`src/rtl/addsub_pkg.sv`:
```
`default_nettype none
// ============================================================================
// Module  : addsub_pkg
// Brief   : Shared FSM state type and saturation constants for seq_addsub.
// Revision: 1.0
// ============================================================================
package addsub_pkg;

  typedef enum logic [1:0] {
    IDLE = 2'd0,
    RUN  = 2'd1,
    DONE = 2'd2
  } state_t;

  localparam int unsigned MAX_WIDTH = 64;

  // Largest positive two's complement value: 0 followed by all 1s.
  function automatic logic [MAX_WIDTH-1:0] sat_max_pos(input int unsigned width);
    return (MAX_WIDTH'(1) << (width - 1)) - MAX_WIDTH'(1);
  endfunction

  // Most negative two's complement value: 1 followed by all 0s.
  function automatic logic [MAX_WIDTH-1:0] sat_min_neg(input int unsigned width);
    return MAX_WIDTH'(1) << (width - 1);
  endfunction

endpackage
`default_nettype wire

```
`src/rtl/addsub_slice.sv`:
```
`default_nettype none
// ============================================================================
// Module  : addsub_slice
// Brief   : Combinational W-bit ripple adder slice, also exposing carry into MSB.
// Revision: 1.0
// ============================================================================
module addsub_slice #(
  parameter int W = 4
) (
  input  logic [W-1:0] x,
  input  logic [W-1:0] y,
  input  logic         cin,
  output logic [W-1:0] sum,
  output logic         cout,
  output logic         cmsb
);

  always_comb begin
    logic [W:0] c;
    c    = '0;
    sum  = '0;
    c[0] = cin;
    for (int i = 0; i < W; i++) begin
      sum[i]   = x[i] ^ y[i] ^ c[i];
      c[i + 1] = (x[i] & y[i]) | (x[i] & c[i]) | (y[i] & c[i]);
    end
    cout = c[W];
    cmsb = c[W-1];
  end

endmodule
`default_nettype wire

```
`src/rtl/seq_addsub.sv`:
```
`default_nettype none
// ============================================================================
// Module  : seq_addsub
// Brief   : Digit-serial add/subtract with optional signed saturation.
// Revision: 1.0
// ============================================================================
module seq_addsub
  import addsub_pkg::*;
#(
  parameter int WIDTH = 16,
  parameter int DIGIT = 4
) (
  input  logic             clk,
  input  logic             rst_n,
  input  logic             in_valid,
  output logic             in_ready,
  input  logic [WIDTH-1:0] a,
  input  logic [WIDTH-1:0] b,
  input  logic             sub,
  input  logic             sat,
  output logic             out_valid,
  input  logic             out_ready,
  output logic [WIDTH-1:0] result,
  output logic             carry,
  output logic             overflow,
  output logic             zero,
  output logic             negative
);

  if (DIGIT < 1 || (WIDTH % DIGIT) != 0 || WIDTH > MAX_WIDTH) begin : g_param_check
    $error("seq_addsub: DIGIT must be >= 1 and divide WIDTH (WIDTH <= 64)");
  end

  localparam int c_n     = (DIGIT >= 1) ? WIDTH / DIGIT : 1;
  localparam int c_cnt_w = (c_n > 1) ? $clog2(c_n) : 1;
  localparam logic [c_cnt_w-1:0] c_last    = c_cnt_w'(c_n - 1);
  localparam logic [WIDTH-1:0]   c_max_pos = WIDTH'(sat_max_pos(WIDTH));
  localparam logic [WIDTH-1:0]   c_min_neg = WIDTH'(sat_min_neg(WIDTH));

  state_t               r_state;
  state_t               w_state_next;
  logic [WIDTH-1:0]     r_a;
  logic [WIDTH-1:0]     r_b;
  logic                 r_a_msb;
  logic                 r_sub;
  logic                 r_sat;
  logic                 r_cin;
  logic [c_cnt_w-1:0]   r_cnt;
  logic [WIDTH-1:0]     r_sum;
  logic [WIDTH-1:0]     r_result;
  logic                 r_carry;
  logic                 r_ovf;
  logic                 r_zero;
  logic                 r_neg;

  logic [DIGIT-1:0]     w_b_slice;
  logic [DIGIT-1:0]     w_slice_sum;
  logic                 w_slice_cout;
  logic                 w_slice_cmsb;
  logic                 w_last;
  logic                 w_ovf;
  logic [WIDTH-1:0]     w_sum_next;
  logic [WIDTH-1:0]     w_final;

  // Operands shift right each cycle so the active slice is always at the LSBs.
  assign w_b_slice = r_sub ? ~r_b[DIGIT-1:0] : r_b[DIGIT-1:0];

  addsub_slice #(.W(DIGIT)) u_slice (
    .x    (r_a[DIGIT-1:0]),
    .y    (w_b_slice),
    .cin  (r_cin),
    .sum  (w_slice_sum),
    .cout (w_slice_cout),
    .cmsb (w_slice_cmsb)
  );

  assign w_last     = (r_cnt == c_last);
  assign w_sum_next = (r_sum >> DIGIT) | (WIDTH'(w_slice_sum) << (WIDTH - DIGIT));
  assign w_ovf      = w_slice_cmsb ^ w_slice_cout;
  assign w_final    = (r_sat && w_ovf) ? (r_a_msb ? c_min_neg : c_max_pos) : w_sum_next;

  always_ff @(posedge clk or negedge rst_n) begin
    if (!rst_n) r_state <= IDLE;
    else        r_state <= w_state_next;
  end

  always_comb begin
    w_state_next = r_state;
    unique case (r_state)
      IDLE:    if (in_valid)  w_state_next = RUN;
      RUN:     if (w_last)    w_state_next = DONE;
      DONE:    if (out_ready) w_state_next = IDLE;
      default:                w_state_next = IDLE;
    endcase
  end

  always_ff @(posedge clk or negedge rst_n) begin
    if (!rst_n) begin
      r_a      <= '0;
      r_b      <= '0;
      r_a_msb  <= 1'b0;
      r_sub    <= 1'b0;
      r_sat    <= 1'b0;
      r_cin    <= 1'b0;
      r_cnt    <= '0;
      r_sum    <= '0;
      r_result <= '0;
      r_carry  <= 1'b0;
      r_ovf    <= 1'b0;
      r_zero   <= 1'b0;
      r_neg    <= 1'b0;
    end else if (r_state == IDLE) begin
      if (in_valid) begin
        r_a     <= a;
        r_b     <= b;
        r_a_msb <= a[WIDTH-1];
        r_sub   <= sub;
        r_sat   <= sat;
        r_cin   <= sub;
        r_cnt   <= '0;
      end
    end else if (r_state == RUN) begin
      r_a   <= r_a >> DIGIT;
      r_b   <= r_b >> DIGIT;
      r_cin <= w_slice_cout;
      r_cnt <= r_cnt + c_cnt_w'(1);
      r_sum <= w_sum_next;
      // Flags are registered so they stay frozen through DONE and the following IDLE.
      if (w_last) begin
        r_result <= w_final;
        r_carry  <= w_slice_cout;
        r_ovf    <= w_ovf;
        r_zero   <= (w_final == '0);
        r_neg    <= w_final[WIDTH-1];
      end
    end
  end

  assign in_ready  = (r_state == IDLE);
  assign out_valid = (r_state == DONE);
  assign result    = r_result;
  assign carry     = r_carry;
  assign overflow  = r_ovf;
  assign zero      = r_zero;
  assign negative  = r_neg;

endmodule
`default_nettype wire

```
`config.mk`:
```
export PLATFORM = sky130hd
export DESIGN_NAME = seq_addsub
export DESIGN_NICKNAME = d
export VERILOG_FILES = /design/src/rtl/addsub_pkg.sv /design/src/rtl/addsub_slice.sv /design/src/rtl/seq_addsub.sv
export SDC_FILE = /design/constraint.sdc
export NUM_CORES = 1
export LEC_CHECK = 0
export CAP_MARGIN = 20
export CORE_MARGIN = 2
export CORE_UTILIZATION = 59
export CTS_BUF_LIST = sky130_fd_sc_hd__clkbuf_2 sky130_fd_sc_hd__clkbuf_4 sky130_fd_sc_hd__clkbuf_8
export DETAILED_ROUTE_END_ITERATION = 16
export DONT_BUFFER_PORTS = 1
export MAX_ROUTING_LAYER = met4
export PLACE_DENSITY = 0.84
export SKIP_LAST_GASP = 1
export SYNTH_ARGS = -nofsm -noshare
export SYNTH_HDL_FRONTEND = slang
export SYNTH_SLANG_ARGS = --single-unit
```
`constraint.sdc`:
```
create_clock -name clk -period 2.95 [get_ports clk]
set_input_delay 0.295 -clock clk [delete_from_list [all_inputs] [get_ports clk]]
set_output_delay 0.295 -clock clk [all_outputs]
set_load 0.005 [all_outputs]
```
==> flow_summary.ini <==
[timing]
drv_slew = 0
worstMarginPinSlew_ns = 0.975
holdWs_ns = 0.0416
slew_headroom_pct = 35.0
finalSetupViolCount = 0
hold_viol_final = 0
period_minus_slack_ns = 2.87
fmax_mhz = 348
fin_setup_tns_ns = 0
finalClockSkew_ns = 0.0123
period_share_pct = 97.4

[global_routing]
grt_pass1_wl_um = 10000
antenna_found_initial = 0
grtUsageTotal_pct = 22.4
grt_max_degree = 72
grt_pass1_vias = 2123
gr-total-overflow = 0

[power]
pwr_density_cell_nw_per_um2 = 1400
p_leak_uw = 0.00155
ir_drop_v = 0.000667

[worst_setup_path]
path_buf_inv = 2
crit_family = adder cells
path_class = flop to flop
crit_required_ns = 3.21
cp.depth = 10
critPathMaxFanout = 3
cp_cell_sequence = xor2_1 > fa_2 > fa_2 > inv_1 > fa_2 > inv_2 > fa_2 > nor4_2 > nand4_1 > o31ai_1
crit_end = zero$_DFFE_PN0P_
critPathArrivalTime_ns = 3.13
critPathLaunch = r_b[0]$_DFFE_PN0P_
worstSetupEndpointType = flop
crit_slowest_cell = fa_2
reg2regPathDepth = 10
worstReg2RegEnd = zero$_DFFE_PN0P_
r2r_slack_ns = 0.08
r2r_start = r_b[0]$_DFFE_PN0P_
crit_path_start_kind = flop
cpPeakStageDelay_ns = 0.47
cp_common_cell = fa_2

[routing]
viasPerCell = 5.84
dr.pass1.iters = 5
wl_per_cell_um = 16.8
vias = 2165
initialDrtViolationCount = 119
routed_wl_um = 6220
postRouteAntennaNets = 0
drc_errors = 0

[clock_tree]
cts_buffers = 9
cts_sinks = 71
htree_levels = 3
clockRootBuffer = clkbuf_8
cts_tree = built
clockBufferDepth = 2
cts_setup_buffers = 0
clk_latency_ns = 0.36
clk_pin_slew_ns = 0.07

[floorplan]
pin_count = 60
core-area_um2 = 5170
rows = 26
fp.dieW_um = 77.7
die_h_um = 77.7
start_util_pct = 61.9
die_area_um2 = 6030

[cells_and_area]
fin_util_pct = 67.8
final_layout_size_suffix_gt1_share_pct = 16.6
final_common_cell = dfrtp_1
mostFrequentLayoutCells = 71 x dfrtp_1, 45 x o21ai_0, 40 x nand2_1
fin_area_um2 = 3500
diodes = 0
finalNetCount = 339
area_growth_pct = 9.50

[placement]
portBuffers = 0
place_hpwl_um = 4150
dpl_cell_area_um2 = 3240
gp_congestion = 0.768

[synth]
synth_seq_cells = 71
synth_cell_type_count = 35
syn_inst = 295
syn_nets = 338
syn_area_um2 = 3200
synth_top_area_share_pct = 55.5
yosys_warnings = 0
netlist.top_cell.by_area = dfrtp_1
synth_area_leaders = dfrtp_1 56%, mux2i_1 7.8%, o21ai_0 7.0%
postSynthAreaPerCell_um2 = 10.8
yosysSeqAreaShare_pct = 55.5

[job]
maxCapViolations = 0

[min_path]
hold_class = input pin to flop

[run_status]
status = complete, no violations
[registers in the layout (all words and copies together) (netlist names)]
name / cells
r_sub: 1
result: 16
r_cnt: 2
r_sat: 1
r_state: 2
zero: 1
r_a_msb: 1
overflow: 1
r_a: 16
r_b: 16
carry: 1
r_sum: 12
r_cin: 1
[worst reg2reg max path, delay by kind of cell, from the launching register on]
family | cells | cell delay [ns]
compound gates | 1 | 0.28
xor+xnor | 1 | 0.18
fa+ha+maj | 4 | 1.37
buf+inv | 2 | 0.12
flops | 1 | 0.40
simple gates | 2 | 0.43
[kinds of logic after synthesis]
logic type / synth area share, %
flip-flops: 55.5
adder cells (fa/ha/maj): 2.89
multiplexers: 12.9
XOR/XNOR: 1.60
AND/OR/NAND/NOR: 11.3
AO/OA/AOI/OAI: 11.3
buffers and inverters: 4.50
[final cells by class]
type	count	area (um^2)
Inverter	6	22.5
Multi-Input combinational cell	199	1330
Sequential cell	71	1780
Timing Repair Buffer	9	90.1
Tap cell	70	87.6
Clock buffer	14	186
Fill cell	385	1670
Clock inverter	2	12.5
[cell usage after synthesis, drive strengths merged]
master  number
nand3b       1
dfrtp       71
a32o         1
nand4        1
fa           4
and3b        1
ha           1
nand2       40
nor3         1
o21a         1
o31a         1
nor4         3
xor2         4
mux2i       25
buf         15
o21bai       1
nand3       15
nor2        16
a21oi       15
a22o         1
mux2        14
xnor2        1
inv          6
clkbuf       5
o21ai       47
o31ai        1
nand2b       2
or3b         1
[routing by layer]
metal / vias up / wire (um) / global-route usage [%]
met5: - / 0 / -
met4: 0 / 154 / 11.6
met3: 17 / 379 / 5.70
met2: 72 / 3070 / 35.3
met1: 1054 / 2610 / 26.8
li1: 1022 / - / -
[what timing repair did]
action,CTS,global route
hold endpoints to repair,71,0
hold buffers,2,0
setup endpoints to repair,0,15
resized for setup,0,2
[worst min-delay path by stage]
stage | cells past startpoint | from | to | slack (ns)
detailed placement | 0 | rst_n | result[3]$_DFFE_PN0P_ | 0.0008
global placement | 0 | rst_n | result[2]$_DFFE_PN0P_ | 0.001
floorplan | 0 | rst_n | carry$_DFFE_PN0P_ | -0.0006
global route | 2 | a[13] | r_a[13]$_DFFE_PN0P_ | 0.07
finish | 1 | out_ready | r_state[1]$_DFFE_PN0P_ | 0.04
CTS | 1 | out_ready | r_state[1]$_DFFE_PN0P_ | 0.04
[power by group]
| part | internal [uW] | switching, uW | total [uW] | leakage [uW] |
|---|---|---|---|---|
| clock | 406 | 358 | 764 | 0.000102 |
| combinational | 1020 | 1290 | 2320 | 0.000584 |
| sequential | 1450 | 360 | 1810 | 0.000868 |
[per-stage QoR]
| stage | setup slack (ns) | std cells | total power [uW] |
|---|---|---|---|
| 2_1_floorplan | 0.00869 | 295 | 3520 |
| 3_3_place_gp | 0.165 | 352 | 3920 |
| 3_5_place_dp | 0.0410 | 352 | 4040 |
| 4_1_cts | 0.0260 | 370 | 4830 |
| 5_1_grt | -0.0100 | 371 | 5250 |
| 6_report | 0.0757 | 371 | 4890 |
Note: power is estimated with default switching activity, not from simulation.
